`src/rtl/mult_pkg.sv`:
```
// Shared constants for the sequential multiplier: FSM encoding and counter sizing.
// No logic, no latency, no flow control.
package mult_pkg;

    localparam logic [1:0] IDLE = 2'd0;
    localparam logic [1:0] CALC = 2'd1;
    localparam logic [1:0] FIX  = 2'd2;

    // Counter must be able to hold the value WIDTH itself, not just WIDTH-1.
    function automatic int cnt_width(input int width);
        return $clog2(width + 1);
    endfunction

endpackage

```
`src/rtl/cond_negate.sv`:
```
// Conditional two's-complement negate: o_out = i_neg ? -i_in : i_in.
// Purely combinational, zero latency, no flow control.
module cond_negate #(
    parameter int N = 8
) (
    input  logic         i_neg,
    input  logic [N-1:0] i_in,
    output logic [N-1:0] o_out
);

    assign o_out = i_neg ? (~i_in + N'(1)) : i_in;

endmodule

```
`src/rtl/seq_mult_n.sv`:
```
// Shift-add multiplier, one adder reused over WIDTH iterations, signed or unsigned per request.
// done pulses WIDTH+1 cycles after the accepted start; start is ignored while busy.
module seq_mult_n
    import mult_pkg::*;
#(
    parameter int WIDTH = 8
) (
    input  logic                 clk,
    input  logic                 reset,
    input  logic                 start,
    input  logic                 signed_mode,
    input  logic [WIDTH-1:0]     a,
    input  logic [WIDTH-1:0]     b,
    output logic                 busy,
    output logic                 done,
    output logic [2*WIDTH-1:0]   product
);

    localparam int PW = 2 * WIDTH;
    localparam int CW = cnt_width(WIDTH);

    logic [1:0]       r_state;
    logic             r_neg;
    logic [PW-1:0]    r_acc;
    logic [PW-1:0]    r_mcand;
    logic [WIDTH-1:0] r_mplier;
    logic [CW-1:0]    r_count;
    logic [PW-1:0]    r_product;
    logic             r_done;

    logic             w_a_neg;
    logic             w_b_neg;
    logic [WIDTH-1:0] w_a_mag;
    logic [WIDTH-1:0] w_b_mag;
    logic [PW-1:0]    w_prod_fix;

    // A WIDTH-bit unsigned magnitude holds 2^(WIDTH-1), so the most-negative operand is safe.
    assign w_a_neg = signed_mode & a[WIDTH-1];
    assign w_b_neg = signed_mode & b[WIDTH-1];

    cond_negate #(.N(WIDTH)) u_mag_a (
        .i_neg (w_a_neg),
        .i_in  (a),
        .o_out (w_a_mag)
    );

    cond_negate #(.N(WIDTH)) u_mag_b (
        .i_neg (w_b_neg),
        .i_in  (b),
        .o_out (w_b_mag)
    );

    cond_negate #(.N(PW)) u_sign_fix (
        .i_neg (r_neg),
        .i_in  (r_acc),
        .o_out (w_prod_fix)
    );

    always_ff @(posedge clk) begin
        if (reset) begin
            r_state   <= IDLE;
            r_neg     <= 1'b0;
            r_acc     <= '0;
            r_mcand   <= '0;
            r_mplier  <= '0;
            r_count   <= '0;
            r_product <= '0;
            r_done    <= 1'b0;
        end else begin
            r_done <= 1'b0;
            case (r_state)
                IDLE: begin
                    if (start) begin
                        r_state  <= CALC;
                        r_neg    <= signed_mode & (a[WIDTH-1] ^ b[WIDTH-1]);
                        r_mcand  <= {{WIDTH{1'b0}}, w_a_mag};
                        r_mplier <= w_b_mag;
                        r_acc    <= '0;
                        r_count  <= '0;
                    end
                end
                CALC: begin
                    // r_mcand is pre-shifted each iteration, so it always equals |a| << count.
                    if (r_mplier[0]) begin
                        r_acc <= r_acc + r_mcand;
                    end
                    r_mcand  <= r_mcand << 1;
                    r_mplier <= r_mplier >> 1;
                    r_count  <= r_count + CW'(1);
                    if (r_count == CW'(WIDTH - 1)) begin
                        r_state <= FIX;
                    end
                end
                FIX: begin
                    r_product <= w_prod_fix;
                    r_done    <= 1'b1;
                    r_state   <= IDLE;
                end
                default: begin
                    r_state <= IDLE;
                end
            endcase
        end
    end

    assign busy    = (r_state != IDLE);
    assign done    = r_done;
    assign product = r_product;

endmodule
```
`config.mk`:
```
export PLATFORM = sky130hd
export DESIGN_NAME = seq_mult_n
export DESIGN_NICKNAME = d
export VERILOG_FILES = /design/src/rtl/mult_pkg.sv /design/src/rtl/cond_negate.sv /design/src/rtl/seq_mult_n.sv
export SDC_FILE = /design/constraint.sdc
export NUM_CORES = 1
export LEC_CHECK = 0
export ABC_AREA = 1
export CAP_MARGIN = 20
export CORE_ASPECT_RATIO = 0.6
export CORE_MARGIN = 3
export CORE_UTILIZATION = 45
export DETAILED_ROUTE_END_ITERATION = 8
export MAX_ROUTING_LAYER = met4
export PLACE_DENSITY = 0.64
export SYNTH_ARGS = -nofsm -noshare
export SYNTH_HDL_FRONTEND = slang
export SYNTH_SLANG_ARGS = --single-unit
```
`constraint.sdc`:
```
create_clock -name clk -period 2.85 [get_ports clk]
set_clock_uncertainty 0.05 [all_clocks]
set_input_delay 0.7125 -clock clk [delete_from_list [all_inputs] [get_ports clk]]
set_output_delay 0.7125 -clock clk [all_outputs]
set_load 0.05 [all_outputs]
```
==> results.md <==
* Status: finished, final reports clean
* Total iterations of the first detailed-routing run at 5
* CP Cell Sequence: nor2_2 -> inv_1 -> clkdlybuf4s50_1
* FF-to-FF Start: r_mcand[0]
* Critical Path Source Type: flop
* Final Util at 57.1%
* Total gr overflow at 0
* Busiest layer in global routing: met1
* Setup ws final at 0.468 ns
* Row count at 25
* Pins Over Slew Limit at 0
* Initial antenna violation count at 0
* Worst hold slack at 0.420 ns
* WL final at between 10000 and 15000 um
* Setup total negative slack at 0 ns
* Hold Vio Cnt, Final at 0
* Via-to-Cell Ratio at between 5 and 6
* Worst endpoint required time at roughly 2.1 ns
* Slowest cell on the critical path: clkdlybuf4s50_1
* Number of global-route vias before repair at 3651
* Post-CTS sizing at 0
* Final nets at 698
* Hold Crit Class: reg2reg
* Placer Congestion at 0.892
* Initial Util at 48.5%
* Max Cap Viol at 0
* Hpwl dp at 8260 um
* Drt drc at 0
* Hold endpoint: r_mplier[7]
* DR iter-0 viols at 323
* Via count at 4109
* Synth unique cells at 37
* Post-synth EDFFs at 0
* Met2 usage at 30.5%
* CTS H-Tree Depth at 3
* Clock tree from TritonCTS: built
* Hold Buf Count CTS at 0
* Total CTS buffers at 9
* Number of fill cells at 834
* Highest Clock Rate at 420 MHz
* Die ar. at 10100 um2
* PD cells at ~480 nW/um2
* Worst Path Max Fanout at 3
* WL per Instance at 14.0 um
* Syn_nets at 666
* Core area at 8260 um2
* CTS Sinks at 64
* Worst skew pair latency at 0.34 ns
* Register area share after synthesis at 32.0%
* Worst R2R Path Depth at 10
* Pre-CTS WS at 0.608 ns
* CTS Root Cell: clkbuf_16
* CP Class: reg2out
* CTS clock-pin slew for the worst setup and hold paths at 0.06 ns
* Clock buffer depth at 2
* Slowest stage delay, CP at about 0.78 ns
* Ant. Diodes at 0
* Die X at approximately 130 um
* Top-level port count at 38
* Largest net degree at the start of global routing at 29
* Mapped Cells at 626
* M1 GR Usage at 34.6%
* Synth warnings at 0
* Post-DRT Antenna Nets at 0
* Post-route minimum period at 2.38 ns
* RSZ-0062 raised after global routing: false
* Element type at the critical path end: output pin
* Post-CTS Repair Setup Buffers at 0
* Post-Syn Area at 4000 um2
* Final period util at between 80% and 90%
* Rel. slew slack at 53.1%
* Setup-failing EPs final at 0
* Most used DFF post-synth: dfxtp_1
* Share of layout cells above drive strength 1 at 5.73%
* Die Ht at 79.1 um
* Final Power at 2.26 mW
* All-Layer GR Usage at between 20% and 30%
* Crit path DAT at 1.62 ns
* Count of input and output buffers at 37
* Worst vdd ir at 0.306 mV
* First-pass GRT wire length at 18000 um
* Syn Area/Cell at ~6.4 um2
* Worst Tran Pin Value at ~0.7 ns
* Yosys reg bits at between 60 and 70
* Leakage at 2.21 nW
* Reg-to-reg critical path endpoint: r_acc[8]
* Flop-to-flop setup slack at roughly 0.78 ns
* Met3 Use GR at around 5.6%
* Hold Crit Depth at 2
* Min-delay src: r_mplier[7]
* Ys async rst share at 0%
* Layout area overhead at 17.8%
-- cell families after synthesis --
kind of cell | after synthesis | share of synthesized area [%]
compound gates | 101 | 14.6
xor+xnor | 7 | 1.53
fa+ha+maj | 20 | 6.44
buf+inv | 110 | 10.9
flops | 64 | 32.0
simple gates | 324 | 34.5
-- worst max path at each step --
stage | startpoint | endpoint | slack [ns] | cells after the start
after CTS | r_state[0] | busy | 0.45 | 3
after floorplan | r_acc[0] | r_acc[8] | 1.07 | 10
after global placement | signed_mode | r_neg | 0.64 | 5
after global routing | r_state[0] | busy | 0.40 | 3
final | r_state[0] | busy | 0.47 | 3
after detailed placement | signed_mode | r_neg | 0.61 | 5
-- flip-flops by register name, indices dropped and copies added (netlist names) --
name	count
r_state	2
product	16
r_mplier	8
done	1
r_neg	1
r_acc	16
r_count	4
r_mcand	16
-- metal layers --
metal / vias to the layer above / share of wire [%] / routed length (um)
met1: 1874 / 54 / 5800
met2: 125 / 38 / 4140
met5: - / 0 / 0
li1: 2096 / - / -
met3: 14 / 6.9 / 746
met4: 0 / 1.3 / 141
-- power by group --
part,total [mW],internal (mW),switching [mW],leakage [nW]
logic,0.244,0.0823,0.162,1.55
registers,0.947,0.921,0.0262,0.519
clock network,1.07,0.642,0.426,0.143
-- final cells by class --
cell class | count | area, um2 | area share [%]
sequential | 64 | 1280 | 27.2
timing repair buffer | 39 | 380 | 8.06
clock buffer | 11 | 253 | 5.36
clock inverter | 5 | 38.8 | 0.822
multi-input combinational | 452 | 2280 | 48.4
inverter | 92 | 345 | 7.32
tap | 108 | 135 | 2.86
-- synthesized netlist by cell type (4+ instances only) --
master	number	area, um2
buf_2	5	25.0
xor2_1	7	61.3
dfxtp_1	64	1280
inv_1	86	323
inv_2	5	18.8
o21ai_0	21	105
a22oi_1	12	90.1
a31oi_1	10	62.6
ha_1	19	238
nor3_1	5	25.0
nand4_1	7	43.8
nand2_1	176	661
o211ai_1	4	30.0
a21oi_1	44	220
nand3b_1	4	30.0
nor2_1	61	229
or2_2	4	25.0
nand3_1	56	280
clkbuf_1	9	33.8
-- layout by cell type, fill, tap and decap left out, drive strengths merged --
master and instances:
nand3 57, clkinvlp 1, nand3b 4, a22oi 12, nand4 7, nor3 5, o22ai 3, clkinv 3
buf 3, dfxtp 64, a31oi 10, o211ai 4, or2 6, a21oi 45, ha 19, fa 1
nor2 63, xor2 7, o21ai 25, nand2 181, inv 93, and2 1, a221oi 1, clkdlybuf4s50 36
clkbuf 11, o221ai 1
-- per-stage QoR --
step | instances | cell area, um2
5_1_grt | 771 | 4720
2_1_floorplan | 626 | 4000
4_1_cts | 771 | 4720
3_3_place_gp | 755 | 4430
3_5_place_dp | 755 | 4430
6_report | 771 | 4720
-- worst max-delay path: cells and delay by family (launching register included) --
kind,cells,cell delay (ns)
buffers and inverters,2,0.83
flip-flops,1,0.37
AND/OR/NAND/NOR,1,0.07
Note: power is estimated with default switching activity, not from simulation.
